$ cat src/rtl/axis_detector_trigger_pkg.sv
// Purpose: shared FSM state encoding and derived-width helper for the coincidence trigger.
// Latency: n/a (types and constant functions only).
// Backpressure: n/a.
package axis_detector_trigger_pkg;

    // Event lifecycle: detect, widen the hit window, reduce to groups,
    // count groups, decide, hand off downstream, then enforce dead time.
    typedef enum logic [2:0] {
        ST_IDLE    = 3'd0,
        ST_ACCUM   = 3'd1,
        ST_GROUP   = 3'd2,
        ST_SUM     = 3'd3,
        ST_DECIDE  = 3'd4,
        ST_SEND    = 3'd5,
        ST_HOLDOFF = 3'd6
    } state_t;

    // Bits needed to hold a group count from 0 to group_count inclusive.
    function automatic int sum_width(input int group_count);
        return $clog2(group_count + 1);
    endfunction

endpackage

$ cat src/rtl/axis_detector_trigger_if.sv
// Purpose: AXI4-Stream style event channel (valid/ready plus data).
// Latency: n/a (wires only).
// Backpressure: producer holds tvalid/tdata until tready is seen high.
//
// Signals: tvalid (master->slave), tready (slave->master), tdata (master->slave).
interface axis_detector_trigger_if #(
    parameter int TDATA_WIDTH = 128
) ();

    logic                   tvalid;
    logic                   tready;
    logic [TDATA_WIDTH-1:0] tdata;

    modport master (
        output tvalid,
        output tdata,
        input  tready
    );

    modport slave (
        input  tvalid,
        input  tdata,
        output tready
    );

endinterface

$ cat src/rtl/axis_detector_trigger_det_group_reduce.sv
// Purpose: combinational per-group OR of the hit mask and popcount of the group vector.
// Latency: 0 cycles (pure combinational; the caller registers both results).
// Backpressure: none.
//
// Ports: mask       - accumulated hit mask, DET_WIDTH bits
//        gor_in     - registered group activity to be counted
//        gor        - per-group OR of mask, one bit per group
//        sum        - number of set bits in gor_in
// DET_WIDTH must be an integer multiple of GROUP_COUNT; groups are equal
// contiguous slices with group 0 in the least significant bits.
module det_group_reduce
    import axis_detector_trigger_pkg::*;
#(
    parameter int  DET_WIDTH   = 64,
    parameter int  GROUP_COUNT = 4,
    localparam int SUM_WIDTH   = sum_width(GROUP_COUNT)
) (
    input  logic [DET_WIDTH-1:0]   mask,
    input  logic [GROUP_COUNT-1:0] gor_in,
    output logic [GROUP_COUNT-1:0] gor,
    output logic [SUM_WIDTH-1:0]   sum
);

    localparam int GROUP_BITS = DET_WIDTH / GROUP_COUNT;

    always_comb begin
        gor = '0;
        for (int g = 0; g < GROUP_COUNT; g++) begin
            gor[g] = |mask[g*GROUP_BITS +: GROUP_BITS];
        end
    end

    // SUM_WIDTH holds GROUP_COUNT exactly, so the running total cannot wrap.
    always_comb begin
        sum = '0;
        for (int g = 0; g < GROUP_COUNT; g++) begin
            sum = sum + SUM_WIDTH'(gor_in[g]);
        end
    end

endmodule

$ cat src/rtl/axis_detector_trigger.sv
// Purpose: coincidence trigger - ORs hits over a window, counts active groups, emits {timestamp, mask}.
// Latency: first tvalid W+4 cycles after the detection cycle (the IDLE cycle whose d0 has a hit).
// Backpressure: the beat is held stable in SEND until tready; hits arriving meanwhile are only counted.
//
// Ports: aclk, aresetn       - single rising-edge clock, synchronous active-low reset
//        det_data            - raw hit bus, registered every cycle into d0
//        cfg_enable          - allows leaving IDLE; an event already started always completes
//        cfg_window          - extra accumulation cycles W (mask spans W+1 samples)
//        cfg_thresh          - minimum number of active groups to accept an event
//        cfg_holdoff         - dead time H; HOLDOFF lasts H+1 cycles
//        m_axis              - event stream master, tdata = {timestamp, hit mask}
//        sts_accepted        - events that met the threshold
//        sts_rejected        - events that fell short of the threshold
//        sts_busy_hits       - cycles with a hit seen while the trigger could not start an event
module axis_detector_trigger
    import axis_detector_trigger_pkg::*;
#(
    parameter int  DET_WIDTH   = 64,
    parameter int  GROUP_COUNT = 4,
    parameter int  TIME_WIDTH  = 64,
    parameter int  CNTR_WIDTH  = 8,
    localparam int SUM_WIDTH   = sum_width(GROUP_COUNT)
) (
    input  logic                    aclk,
    input  logic                    aresetn,
    input  logic [DET_WIDTH-1:0]    det_data,
    input  logic                    cfg_enable,
    input  logic [CNTR_WIDTH-1:0]   cfg_window,
    input  logic [SUM_WIDTH-1:0]    cfg_thresh,
    input  logic [CNTR_WIDTH-1:0]   cfg_holdoff,
    axis_detector_trigger_if.master m_axis,
    output logic [31:0]             sts_accepted,
    output logic [31:0]             sts_rejected,
    output logic [31:0]             sts_busy_hits
);

    typedef struct packed {
        logic [TIME_WIDTH-1:0] ts;
        logic [DET_WIDTH-1:0]  mask;
    } event_t;

    state_t                 state_q;
    state_t                 state_d;
    logic [DET_WIDTH-1:0]   d0_q;
    logic [TIME_WIDTH-1:0]  t_q;
    event_t                 ev_q;
    logic [CNTR_WIDTH-1:0]  cntr_q;
    logic [GROUP_COUNT-1:0] gor_q;
    logic [SUM_WIDTH-1:0]   sum_q;
    logic                   tvalid_q;
    logic [31:0]            acc_q;
    logic [31:0]            rej_q;
    logic [31:0]            busy_q;

    logic [GROUP_COUNT-1:0] gor_c;
    logic [SUM_WIDTH-1:0]   sum_c;

    logic hit;
    logic start;
    logic accum;
    logic accept;
    logic reject;
    logic handshake;
    logic cntr_clr;
    logic cntr_inc;
    logic busy_cycle;

    assign hit = |d0_q;

    det_group_reduce #(
        .DET_WIDTH   (DET_WIDTH),
        .GROUP_COUNT (GROUP_COUNT)
    ) u_reduce (
        .mask   (ev_q.mask),
        .gor_in (gor_q),
        .gor    (gor_c),
        .sum    (sum_c)
    );

    // Next-state and per-cycle control strobes.
    always_comb begin
        state_d   = state_q;
        start     = 1'b0;
        accum     = 1'b0;
        accept    = 1'b0;
        reject    = 1'b0;
        handshake = 1'b0;
        cntr_clr  = 1'b0;
        cntr_inc  = 1'b0;

        case (state_q)
            ST_IDLE: begin
                if (cfg_enable && hit) begin
                    start   = 1'b1;
                    state_d = (cfg_window == '0) ? ST_GROUP : ST_ACCUM;
                end
            end
            ST_ACCUM: begin
                // Counter starts at 1 on detection, so W ACCUM cycles
                // plus the detection sample give W+1 samples in the mask.
                accum = 1'b1;
                if (cntr_q == cfg_window) begin
                    state_d = ST_GROUP;
                end else begin
                    cntr_inc = 1'b1;
                end
            end
            ST_GROUP: begin
                state_d = ST_SUM;
            end
            ST_SUM: begin
                state_d = ST_DECIDE;
            end
            ST_DECIDE: begin
                if (sum_q >= cfg_thresh) begin
                    accept  = 1'b1;
                    state_d = ST_SEND;
                end else begin
                    reject   = 1'b1;
                    cntr_clr = 1'b1;
                    state_d  = ST_HOLDOFF;
                end
            end
            ST_SEND: begin
                if (m_axis.tready) begin
                    handshake = 1'b1;
                    cntr_clr  = 1'b1;
                    state_d   = ST_HOLDOFF;
                end
            end
            ST_HOLDOFF: begin
                if (cntr_q == cfg_holdoff) begin
                    state_d = ST_IDLE;
                end else begin
                    cntr_inc = 1'b1;
                end
            end
            default: begin
                state_d = ST_IDLE;
            end
        endcase
    end

    // Hits the trigger cannot act on: anywhere past the accumulation window
    // until IDLE is re-entered, including the last HOLDOFF cycle.
    assign busy_cycle = hit && (state_q != ST_IDLE) && (state_q != ST_ACCUM);

    always_ff @(posedge aclk) begin
        if (!aresetn) begin
            state_q  <= ST_IDLE;
            d0_q     <= '0;
            t_q      <= '0;
            ev_q     <= '0;
            cntr_q   <= '0;
            gor_q    <= '0;
            sum_q    <= '0;
            tvalid_q <= 1'b0;
            acc_q    <= '0;
            rej_q    <= '0;
            busy_q   <= '0;
        end else begin
            state_q <= state_d;
            d0_q    <= det_data;
            t_q     <= t_q + 1'b1;

            if (start) begin
                ev_q.ts   <= t_q;
                ev_q.mask <= d0_q;
            end else if (accum) begin
                ev_q.mask <= ev_q.mask | d0_q;
            end

            if (start) begin
                cntr_q <= CNTR_WIDTH'(1);
            end else if (cntr_clr) begin
                cntr_q <= '0;
            end else if (cntr_inc) begin
                cntr_q <= cntr_q + 1'b1;
            end

            if (state_q == ST_GROUP) begin
                gor_q <= gor_c;
            end
            if (state_q == ST_SUM) begin
                sum_q <= sum_c;
            end

            if (accept) begin
                tvalid_q <= 1'b1;
            end else if (handshake) begin
                tvalid_q <= 1'b0;
            end

            if (accept) begin
                acc_q <= acc_q + 32'd1;
            end
            if (reject) begin
                rej_q <= rej_q + 32'd1;
            end
            if (busy_cycle) begin
                busy_q <= busy_q + 32'd1;
            end
        end
    end

    // ts and mask are frozen from DECIDE until the handshake, so the beat
    // is taken straight from the event record without a separate copy.
    assign m_axis.tvalid = tvalid_q;
    assign m_axis.tdata  = ev_q;

    assign sts_accepted  = acc_q;
    assign sts_rejected  = rej_q;
    assign sts_busy_hits = busy_q;

endmodule

$ cat src/flat_wrapper.sv
// flat-port wrapper written by rule: the top's interface ports become plain ports
module axis_detector_trigger_flat import axis_detector_trigger_pkg::*;
#(
    parameter int  DET_WIDTH   = 64,
    parameter int  GROUP_COUNT = 4,
    parameter int  TIME_WIDTH  = 64,
    parameter int  CNTR_WIDTH  = 8,
    localparam int SUM_WIDTH   = sum_width(GROUP_COUNT)
)
  (aclk, aresetn, det_data, cfg_enable, cfg_window, cfg_thresh, cfg_holdoff, sts_accepted, sts_rejected, sts_busy_hits, m_axis_tvalid, m_axis_tdata, m_axis_tready);
  axis_detector_trigger_if #(.TDATA_WIDTH((64) + (64))) m_axis_i ();
  input  logic aclk;
  input  logic aresetn;
  input  logic [DET_WIDTH-1:0] det_data;
  input  logic cfg_enable;
  input  logic [CNTR_WIDTH-1:0] cfg_window;
  input  logic [SUM_WIDTH-1:0] cfg_thresh;
  input  logic [CNTR_WIDTH-1:0] cfg_holdoff;
  output logic [31:0] sts_accepted;
  output logic [31:0] sts_rejected;
  output logic [31:0] sts_busy_hits;
  output wire logic [$bits(m_axis_i.tvalid)-1:0] m_axis_tvalid;
  output wire logic [$bits(m_axis_i.tdata)-1:0] m_axis_tdata;
  input wire logic [$bits(m_axis_i.tready)-1:0] m_axis_tready;
  assign m_axis_tvalid = m_axis_i.tvalid;
  assign m_axis_tdata = m_axis_i.tdata;
  assign m_axis_i.tready = m_axis_tready;
  axis_detector_trigger #(.DET_WIDTH(DET_WIDTH), .GROUP_COUNT(GROUP_COUNT), .TIME_WIDTH(TIME_WIDTH), .CNTR_WIDTH(CNTR_WIDTH)) u_core (.aclk(aclk), .aresetn(aresetn), .det_data(det_data), .cfg_enable(cfg_enable), .cfg_window(cfg_window), .cfg_thresh(cfg_thresh), .cfg_holdoff(cfg_holdoff), .m_axis(m_axis_i), .sts_accepted(sts_accepted), .sts_rejected(sts_rejected), .sts_busy_hits(sts_busy_hits));
endmodule
$ cat config.mk
export PLATFORM = sky130hd
export DESIGN_NAME = axis_detector_trigger_flat
export DESIGN_NICKNAME = d
export VERILOG_FILES = /design/src/rtl/axis_detector_trigger_pkg.sv /design/src/rtl/axis_detector_trigger_if.sv /design/src/rtl/axis_detector_trigger_det_group_reduce.sv /design/src/rtl/axis_detector_trigger.sv /design/src/flat_wrapper.sv
export SDC_FILE = /design/constraint.sdc
export NUM_CORES = 1
export LEC_CHECK = 0
export CELL_PAD_IN_SITES_DETAIL_PLACEMENT = 1
export CELL_PAD_IN_SITES_GLOBAL_PLACEMENT = 1
export CORE_MARGIN = 4
export CORE_UTILIZATION = 38
export CTS_CLUSTER_DIAMETER = 120
export DETAILED_ROUTE_END_ITERATION = 8
export PLACE_DENSITY_LB_ADDON = 0.1
export SYNTH_ARGS = -nofsm -noshare
export SYNTH_HDL_FRONTEND = slang
export SYNTH_HIERARCHICAL = 1
export SYNTH_SLANG_ARGS = --single-unit
export TNS_END_PERCENT = 30
$ cat constraint.sdc
create_clock -name aclk -period 3.2 [get_ports aclk]
set_clock_uncertainty 0.15 [all_clocks]
set_input_delay 0.64 -clock aclk [delete_from_list [all_inputs] [get_ports aclk]]
set_output_delay 0.64 -clock aclk [all_outputs]
set_load 0.02 [all_outputs]
-- After elaboration in Yosys (flattened, before gate mapping)
Index checks and enable logic that the tools add are counted.
- RAM bits: 0
- memories kept: 0
- input bits: 87
- word-level logic and storage cells: 80
- latch bits: 0
- output and inout bits: 225
- flip-flop bits (word level): 371
- ROM bits: 0
- muxes and demuxes: 27
- reductions and logical operators: 16
- magnitude comparators: 1
- add/sub/neg operators: 8
- shifts and indexed selects: 0
- $mul: 0
- bitwise operators: 2
- eq/ne operators: 13
- divide/modulo/power cells: 0
- operator list (operator ; number):
    $mux 64 ; 2
    $add 32x1->32 const B ; 3
    $add 64x1->64 const B ; 1
    $or 64x64->64 ; 1
    $reduce_or 16->1 ; 4
    $reduce_or 64->1 ; 1
    $pmux 3 s7 ; 1
    $eq 8x8->1 ; 2
    $mux 1 ; 16
    $mux 3 ; 4
    $eq 3x3->1 const B ; 3
    $add 8x1->8 const B ; 1
    $logic_not 8->1 ; 1
    $eq 3x2->1 const B ; 2
    $ne 2x1->1 const B ; 3
    $reduce_bool 3->1 ; 2
    $mux 2 ; 2
    $pmux 1 s2 ; 2
    $reduce_and 4->1 ; 1
    $reduce_bool 2->1 ; 2
    $add 2x1->3 ; 1
    $add 3x1->3 ; 1
    $eq 3x1->1 const B ; 1
    $ge 3x3->1 ; 1
    7 further kinds ; 9

-- Longest topological paths before layout
- depth after elaboration: 6
- depth in mapped cells: 10
- depth with buffers taken out: 8

-- By module
Netlist, hierarchy kept.
- by module, submodules not included (module ; instances ; area an instance (um2) ; cells an instance):
    axis_detector_trigger ; 1 ; 14776.7 ; 1720
    det_group_reduce ; 1 ; 188.9 ; 28

-- Worst setup path before layout
OpenSTA, ideal clock, no wires.
- path type: in2reg
- start: input port cfg_thresh[2]
- end: register u_core.rej_q[30], in the netlist u_core/sts_rejected[30]
- arrival: 2488 ps
- setup slack: 491 ps
- setup time: 70 ps
- cell stages on the path: 9
- required time: 2980 ps
- path through: inv_1 ha_1 and2_1 a211oi_4 nand3_1 or2_0 clkbuf_1 or4_1 a21oi_1
- cells in the longest elaborated chain, start to end: 3
- ends and longest elaborated chain (what ; RTL line ; source):
    start: declaration ; flat_wrapper.sv:17 ; input logic [SUM_WIDTH-1:0] cfg_thresh;
    $ge 3x3->1 ; axis_detector_trigger.sv:115 ; if (sum_q >= cfg_thresh) begin
    $mux 1 ; axis_detector_trigger.sv:115 ;
    $mux 1 ; axis_detector_trigger.sv:91 ; case (state_q)
    end signal: assignment ; axis_detector_trigger.sv:198 ; rej_q <= rej_q + 32'd1;
    end: declaration ; axis_detector_trigger.sv:52 ; logic [31:0] rej_q;
No other way between the ends.
A chain may end at the register's enable or synchronous reset.

-- Final worst setup path
- start: register u_core.d0_q[24]
- end: register u_core.cntr_q[1]
- cells in the longest elaborated chain, start to end: 5
- ends and longest elaborated chain (what ; RTL line ; source):
    start: declaration ; axis_detector_trigger.sv:44 ; logic [DET_WIDTH-1:0] d0_q;
    start signal: assignment ; axis_detector_trigger.sv:163 ; d0_q <= det_data;
    $reduce_or 64->1 ; axis_detector_trigger.sv:68 ; assign hit = |d0_q;
    $logic_and 1x1->1 ; axis_detector_trigger.sv:93 ; if (cfg_enable && hit) begin
    $mux 1 ; axis_detector_trigger.sv:93 ;
    $mux 1 ; axis_detector_trigger.sv:91 ;
    $reduce_or 3->1 (no source line) ; - ;
    end signal: assignment ; axis_detector_trigger.sv:178 ; cntr_q <= cntr_q + 1'b1;
    end: declaration ; axis_detector_trigger.sv:47 ; logic [CNTR_WIDTH-1:0] cntr_q;
No other way between the ends.

==> results.json <==
{
  "outcome": "finished clean",
  "synth_sequential_area_ratio": 0.4963,
  "groute.usage.overall": 0.2142,
  "worstHoldPathType": "reg2reg",
  "synthesis.instances": 1748,
  "worstRegToRegCells": 7,
  "grt_pass1_vias": 14010,
  "timing.critical_path.slowest_stage_cell": "sky130_fd_sc_hd__nor4_2",
  "yosys_most_used_dff": "sky130_fd_sc_hd__dfxtp_1",
  "final-max-slew-violation-count": 0,
  "edff_count_synth": 0,
  "cts_post_setup_buffers_inserted": 0,
  "initial_core_util": 0.3854,
  "synth_top_cells_by_area": "sky130_fd_sc_hd__dfxtp_1 50%, sky130_fd_sc_hd__nand2_1 6.7%, sky130_fd_sc_hd__xnor2_1 4.7%",
  "maximum_level_of_the_cts_h_tree": 2,
  "detailedRoute.firstIterationViolations": 521,
  "cts_tree": "built",
  "maximum_number_of_buffers_from_clock_root_to_sink": 3,
  "global_route.overflow_total": 0,
  "drt-pass1-iter-count": 4,
  "netlist_area_sq_mm": 0.01497,
  "hpwl_microns": 33350,
  "cts.root.buffer_cell": "sky130_fd_sc_hd__clkbuf_16",
  "power_density_mw_per_mm2": 594.3,
  "yosys_register_bits": 371,
  "port_buffers": 311,
  "final_cells": 2595,
  "crit_path_start_kind": "flip-flop",
  "synth_area_per_cell_sq_um": 8.562,
  "total_power_uw": 12040,
  "cts_buffers": 41,
  "first_pass_grt_wire_length_microns": 74320,
  "die-height_microns": 206.5,
  "number_of_antenna_violations_at_the_first_check_in_global_routing": 6,
  "critical-path-top-delay-family": "simple AND/OR/NAND/NOR gates",
  "clock_sinks": 371,
  "postRouteWirelength_microns": 46760,
  "reg2reg_slack_ns": 0.47,
  "maximum_number_of_pins_on_one_net_before_global_route_repair": 107,
  "crit_chain": "nor4_1 > nand4_1 > nor4_2 > buf_12 > or2_4 > nand3_1 > a21oi_1",
  "synth_common_cells": "371 x sky130_fd_sc_hd__dfxtp_1, 267 x sky130_fd_sc_hd__nand2_1, 143 x sky130_fd_sc_hd__nor2_1, 116 x sky130_fd_sc_hd__nand3_1, 107 x sky130_fd_sc_hd__a21oi_1",
  "layout_worst_path_cycle_share": 0.8539,
  "clock_latency_ns": 0.56,
  "fmax_mhz": 366.0,
  "ctsHoldBuffers": 0,
  "required_ns": 3.54,
  "worstPathBufferInverterCount": 1,
  "timing.hold.worst_endpoint": "u_core/m_axis.tdata[106]$_SDFFE_PN0P_",
  "fp-row-count": 72,
  "timing.critical_path.fanout_max": 20,
  "cell_total_after_placement": 2516,
  "floorplan.core_area_sq_mm": 0.03883,
  "io_pins": 312,
  "crit_path_end_kind": "flip-flop",
  "drt_drc_violations_left": 0,
  "synthArstFlopShare": 0,
  "synth_nets": 1846,
  "regToRegEndpoint": "u_core/cntr_q[1]$_SDFFE_PP0P_",
  "yosys_warnings": 6,
  "areaGrowthSynthToFinish_pct": 35.37,
  "wl_per_cell_microns": 18.02,
  "worstMarginPinSlew_ns": 0.9257,
  "synth_top_area_frac": 0.4963,
  "worst-setup-path-type": "reg2reg",
  "nets": 2139,
  "yosys.cell_count.top_type": "sky130_fd_sc_hd__dfxtp_1",
  "cp_data_arrival_time_ns": 3.07,
  "via_count": 13400,
  "setup_violators_final": 0,
  "die_width_microns": 206.5,
  "critical_path.reg2reg.startpoint": "u_core/d0_q[24]$_SDFF_PN0_",
  "ctsResizeCount": 0,
  "tightest_slew_margin_relative_to_the_limit": 0.3816,
  "cap_viol_max_count": 0,
  "drt.antenna.violating_nets": 0,
  "power.static_leakage_uw": 0.006932,
  "hold_violations": 0,
  "ir_drop_v": 0.0004458,
  "synth_cell_types": 56,
  "share_of_post_route_cells_with_drive_strength_above_1": 0.06274,
  "yosysTopAreaCell": "sky130_fd_sc_hd__dfxtp_1",
  "dieArea_sq_mm": 0.04262,
  "via_per_inst": 5.163,
  "clk_transition_reported_paths_ns": 0.06,
  "hold_depth": 2,
  "setup_repair_after_global_routing_missed_its_margin": "no",
  "hold_path.startpoint": "u_core/m_axis.tdata[106]$_SDFFE_PN0P_",
  "gp_routability_congestion": 0.7617,
  "min_period_ns": 2.733,
  "max_stage_delay_ns": 0.45
}
[routing by layer]
metal | wire, microns | GRT usage | vias to the layer above | share of wire
met5 | 55 | 0 | - | 0.0012
met4 | 858 | 0.05418 | 8 | 0.018
met3 | 3425 | 0.07030 | 67 | 0.073
met2 | 22500 | 0.3653 | 245 | 0.48
met1 | 19920 | 0.2613 | 6493 | 0.43
li1 | - | - | 6586 | -
[kinds of logic after synthesis]
| group | share of synthesized area |
|---|---|
| buf+inv | 0.03511 |
| flops | 0.4963 |
| fa+ha+maj | 0.009698 |
| xor+xnor | 0.07374 |
| compound gates | 0.08896 |
| mux | 0.01204 |
| simple gates | 0.2842 |
[per-stage QoR]
step,setup WS (ns),TNS [ns],instance area (sq um),utilization,hold slack (ns)
CTS,0.3463,0,20250,0.5215,0.3040
global placement,0.01535,0,18780,0.4836,0.2935
finish,0.4674,0,20260,0.5218,0.3039
global route,0.2239,0,20250,0.5215,0.3189
detailed placement,-0.07961,-0.2317,18780,0.4836,0.2961
floorplan,0.4913,0,14970,-,0.2757
[cells in the final DEF (no fill, tap or decap), types with 3 or more instances in the layout]
cell type                         Yosys  final
sky130_fd_sc_hd__nor3b_1              3      3
sky130_fd_sc_hd__nor4b_1              4      4
sky130_fd_sc_hd__nor4_1              47     46
sky130_fd_sc_hd__clkinv_2             0      4
sky130_fd_sc_hd__buf_12               0      9
sky130_fd_sc_hd__o21ai_0             94     94
sky130_fd_sc_hd__o311ai_0             5      5
sky130_fd_sc_hd__and4_1              19     19
sky130_fd_sc_hd__nand2b_1            17     17
sky130_fd_sc_hd__and3_1              17     17
sky130_fd_sc_hd__xnor2_1             80     80
sky130_fd_sc_hd__clkbuf_16            0     43
sky130_fd_sc_hd__nor2_1             143    142
sky130_fd_sc_hd__nand2_1            267    267
sky130_fd_sc_hd__o41ai_1              8      8
sky130_fd_sc_hd__xor2_1              46     46
sky130_fd_sc_hd__o31ai_1              3      3
sky130_fd_sc_hd__a21oi_1            107    106
sky130_fd_sc_hd__buf_4                1     32
sky130_fd_sc_hd__clkdlybuf4s50_1      0    310
sky130_fd_sc_hd__bufinv_16            0      4
sky130_fd_sc_hd__mux2i_1             18     18
sky130_fd_sc_hd__nand4_1             53     53
sky130_fd_sc_hd__nand3_1            116    116
sky130_fd_sc_hd__a211oi_1             5      5
sky130_fd_sc_hd__dfxtp_1            371    371
sky130_fd_sc_hd__or4_1                7      7
sky130_fd_sc_hd__or3_1               28     28
sky130_fd_sc_hd__clkbuf_8             0     16
sky130_fd_sc_hd__a21o_1               6      6
sky130_fd_sc_hd__clkbuf_1            85      5
sky130_fd_sc_hd__diode_2              0      5
sky130_fd_sc_hd__inv_1               32     31
sky130_fd_sc_hd__nor3_1              27     27
sky130_fd_sc_hd__ha_1                10     10
sky130_fd_sc_hd__and2_1              81     81
[registers in the layout, indices dropped and copies added (netlist names)]
name and flops:
u_core/sts_rejected 32, u_core/d0_q 64, u_core/t_q 64, u_core/m_axis.tvalid 1, u_core/sts_busy_hits 32, u_core/cntr_q 8
u_core/sts_accepted 32, u_core/gor_q 4, u_core/m_axis.tdata 128, u_core/sum_q 3, u_core/state_q 3
[worst register-to-register path: stages, from the launching register on]
cell                      delay (ns)
sky130_fd_sc_hd__dfxtp_1        0.33
sky130_fd_sc_hd__nor4_1         0.40
sky130_fd_sc_hd__nand4_1        0.27
sky130_fd_sc_hd__nor4_2         0.45
sky130_fd_sc_hd__buf_12         0.22
sky130_fd_sc_hd__or2_4          0.35
sky130_fd_sc_hd__nand3_1        0.31
sky130_fd_sc_hd__a21oi_1        0.20
[worst max path at each step]
stage / to / slack, ns / depth (start not counted) / start
floorplan: u_core/sts_rejected[30]$_SDFFE_PN0P_ / 0.49 / 9 / cfg_thresh[2]
global route: u_core/cntr_q[1]$_SDFFE_PP0P_ / 0.22 / 7 / u_core/d0_q[24]$_SDFF_PN0_
detailed placement: u_core/sts_rejected[29]$_SDFFE_PN0P_ / -0.08 / 10 / cfg_thresh[1]
global placement: u_core/sts_rejected[31]$_SDFFE_PN0P_ / 0.02 / 10 / cfg_thresh[2]
CTS: u_core/cntr_q[5]$_SDFFE_PP0P_ / 0.35 / 7 / u_core/d0_q[24]$_SDFF_PN0_
finish: u_core/cntr_q[1]$_SDFFE_PP0P_ / 0.47 / 7 / u_core/d0_q[24]$_SDFF_PN0_
[cell type report]
cell class	count	area, sq um
diodes	5	12.51
clock buffers	64	1315
clock inverters	10	156.4
fillers	4472	18570
inverters	32	125.1
multi-input cells	1243	7041
flip-flops and latches	371	7427
well taps	518	648.1
repair buffers	352	3535
[power breakdown]
| group | internal, uW | leakage, uW | switching (uW) |
|---|---|---|---|
| combinational | 732 | 0.00319 | 1190 |
| clock | 3140 | 0.000728 | 1920 |
| sequential | 4850 | 0.00301 | 208 |
No activity file was read; power rests on OpenSTA's default activity.
==> variant (config.mk and constraints unchanged) <==
Register the inputs `cfg_enable`, `cfg_window`, `cfg_thresh` and `cfg_holdoff` before use, without a reset. The logic sees them one clock later. The other inputs are not delayed to match. Comments in the files are not updated.
--- a/src/rtl/axis_detector_trigger.sv
+++ b/src/rtl/axis_detector_trigger.sv
@@ -41,2 +41,14 @@
 
+    logic cfg_enable_q;
+    logic [CNTR_WIDTH-1:0] cfg_window_q;
+    logic [SUM_WIDTH-1:0] cfg_thresh_q;
+    logic [CNTR_WIDTH-1:0] cfg_holdoff_q;
+
+    always_ff @(posedge aclk) begin
+        cfg_enable_q  <= cfg_enable;
+        cfg_window_q  <= cfg_window;
+        cfg_thresh_q  <= cfg_thresh;
+        cfg_holdoff_q <= cfg_holdoff;
+    end
+
     state_t                 state_q;
@@ -92,5 +104,5 @@
             ST_IDLE: begin
-                if (cfg_enable && hit) begin
+                if (cfg_enable_q && hit) begin
                     start   = 1'b1;
-                    state_d = (cfg_window == '0) ? ST_GROUP : ST_ACCUM;
+                    state_d = (cfg_window_q == '0) ? ST_GROUP : ST_ACCUM;
                 end
@@ -101,3 +113,3 @@
                 accum = 1'b1;
-                if (cntr_q == cfg_window) begin
+                if (cntr_q == cfg_window_q) begin
                     state_d = ST_GROUP;
@@ -114,3 +126,3 @@
             ST_DECIDE: begin
-                if (sum_q >= cfg_thresh) begin
+                if (sum_q >= cfg_thresh_q) begin
                     accept  = 1'b1;
@@ -131,3 +143,3 @@
             ST_HOLDOFF: begin
-                if (cntr_q == cfg_holdoff) begin
+                if (cntr_q == cfg_holdoff_q) begin
                     state_d = ST_IDLE;
Formal check against the unedited RTL: not equivalent (Yosys sat finds a counterexample within 4 cycles, from zero or initial values and one cycle with aresetn low).
==> variant against the unedited design <==
Die area is 2.8% higher. Cell area is 1.9% higher. Area after synthesis increased by 2.9%. Total power grew 3.1%. Wire length grew 1.1%. Final cell count rose by 1.3%. Sequential cell count rose by 20. Sequential power increased by 4.9%. Critical path depth is the same. Fmax is 5.9% lower. Hold slack got worse by 0.0068 ns. Worst setup slack lost 0.17 ns. Count of clock-buffer cells in the layout is 3 higher. Critical endpoint is now u_core/m_axis.tdata[104].
==> variant: results (changes against the unedited design) <==
| Metric | Value |
|---|---|
| Status | complete, no violations |
| Met2 usage | 35.1% (-1.4 points) |
| CP Max Fanout | 71 (+250%) |
| R2R Path End | u_core/m_axis.tdata[104] |
| Post-CTS setup buffers | 0 (unchanged) |
| FILL cells | 4632 (+3.6%) |
| Layout cell share with drive strength beyond 1 | 5.52% (-0.75 points) |
| CTS Buf Count | 44 (+7.3%) |
| Met3 usage | 5.22% (-1.8 points) |
| Most frequent cells after synthesis | dfxtp_1 (391), nand2_1 (262), nor2_1 (140) |
| Top cells by area, synth | dfxtp_1 (51%), nand2_1 (6.4%), nand3_1 (3.9%) |
| Synth Net Count | 1884 (+2.1%) |
| Synth unique cells | 53 (-5.4%) |
| Leak | 7.01 nW (+1.1%) |
| Critical path's largest stage delay | 0.58 ns (+0.13 ns) |
| Gpl congestion | 0.797 (+4.6%) |
| Vias in the first global route | 13904 (-0.77%) |
| Reg2Reg Launch Point | u_core/d0_q[44] |
| Worst R2R Path Depth | 7 (unchanged) |
| Initial DRC count | 588 (+13%) |
| Max-slew headroom | 47.8% (+9.7 points) |
| Largest net degree at the start of global routing | 105 (-1.9%) |
| Initial antenna violation count | 3 (-3) |
| Hold Crit Start | u_core/d0_q[34] |
| Sw Pwr | 3.33 mW (+0.32%) |
| Max VDD drop | 0.414 mV (-7.2%) |
| Hold endpoint | u_core/m_axis.tdata[34] |
| Post-DP HPWL | 33700 um (+1.1%) |
| Met1 GRT Util | 26.4% (+0.31 points) |
| R2R Setup Slk | 0.30 ns (-0.17 ns) |
| Final wirelength | 47300 um (+1.1%) |
| Total Nets Final | 2164 (+1.2%) |
| Vias per inst | 5.17 (+0.18%) |
| Worst path slowest cell | or4_1 |
| Detailed-router iteration count before antenna repair | 6 (+2) |
| Seq/Total Area, Yosys | 50.8% (+1.2 points) |
| Worst EP arrival | 3.17 ns (+0.10 ns) |
| Global-route wire length before repair | 75400 um (+1.5%) |
| Gr ovfl total | 0 (unchanged) |
-- variant: cell types whose count changed after synthesis, sizes merged, moves of 8 or more --
cell,change
dfxtp,+20
nor3,+15
nor4,+15
xnor2,-13
xor2,+13
a21oi,+8
-- variant: worst register-to-register path, delay by kind of cell, from the launching register on --
kind	cells	cell delay [ns]
flops	1	0.31
buf+inv	1	0.33
simple gates	5	1.91
compound gates	1	0.08
-- variant: routing by layer --
layer	wire length, um	vias up
li1	-	6716
met5	0	-
met3	2820	65
met2	22700	274
met4	957	0
met1	20900	6539
-- variant: power by group through the flow --
| stage | registers (mW) | logic (mW) | clock network [mW] |
|---|---|---|---|
| 6_report | 5.31 | 1.76 | 5.35 |
| 5_1_grt | 5.34 | 1.93 | 5.70 |
| 4_1_cts | 5.31 | 1.80 | 5.51 |
| 3_5_place_dp | 5.41 | 1.79 | 0 |
| 3_3_place_gp | 5.40 | 1.77 | 0 |
| 2_1_floorplan | 5.49 | 0.847 | 0 |
-- variant: through the flow --
step	total power, mW	hold slack [ns]	worst slack (ns)	cells	instance area, um2
2_1_floorplan	6.34	0.278	0.687	1786	15400
4_1_cts	12.6	0.302	0.226	2625	20600
3_3_place_gp	7.17	0.282	0.295	2545	19100
5_1_grt	13.0	0.319	0.0834	2628	20700
3_5_place_dp	7.20	0.296	0.289	2545	19100
6_report	12.4	0.297	0.295	2628	20700
-- variant: how the worst max path moves through the flow --
stage	from	endpoint	slack, ns
after floorplan	u_core/sts_busy_hits[2]	u_core/sts_busy_hits[24]	0.69
final	u_core/d0_q[44]	u_core/m_axis.tdata[104]	0.30
after global routing	u_core/d0_q[44]	u_core/m_axis.tdata[104]	0.08
after detailed placement	u_core/d0_q[47]	u_core/m_axis.tdata[88]	0.29
after global placement	u_core/d0_q[44]	u_core/m_axis.tdata[100]	0.29
after CTS	u_core/d0_q[47]	u_core/m_axis.tdata[88]	0.23
-- variant: area by class of cell --
| cell class | count | area, um2 | area share [%] |
|---|---|---|---|
| inverters | 29 | 114 | 0.551 |
| clock inverters | 13 | 200 | 0.969 |
| clock buffers | 67 | 1360 | 6.58 |
| diodes | 3 | 7.51 | 0.0364 |
| repair buffers | 337 | 3410 | 16.5 |
| flip-flops and latches | 391 | 7830 | 37.9 |
| multi-input cells | 1263 | 7080 | 34.3 |
| well taps | 525 | 657 | 3.18 |
-- variant: cell families (layout without fill, tap and decap cells) --
kind of cell,count (synthesis),in the layout,share of synthesized area [%]
other,0,3,0
buffers and inverters,132,446,3.43
adder cells (fa/ha/maj),11,11,0.942
multiplexers,16,16,1.05
XOR/XNOR,126,126,7.16
AO/OA/AOI/OAI,248,248,8.71
flip-flops,391,391,50.8
AND/OR/NAND/NOR,862,862,27.9
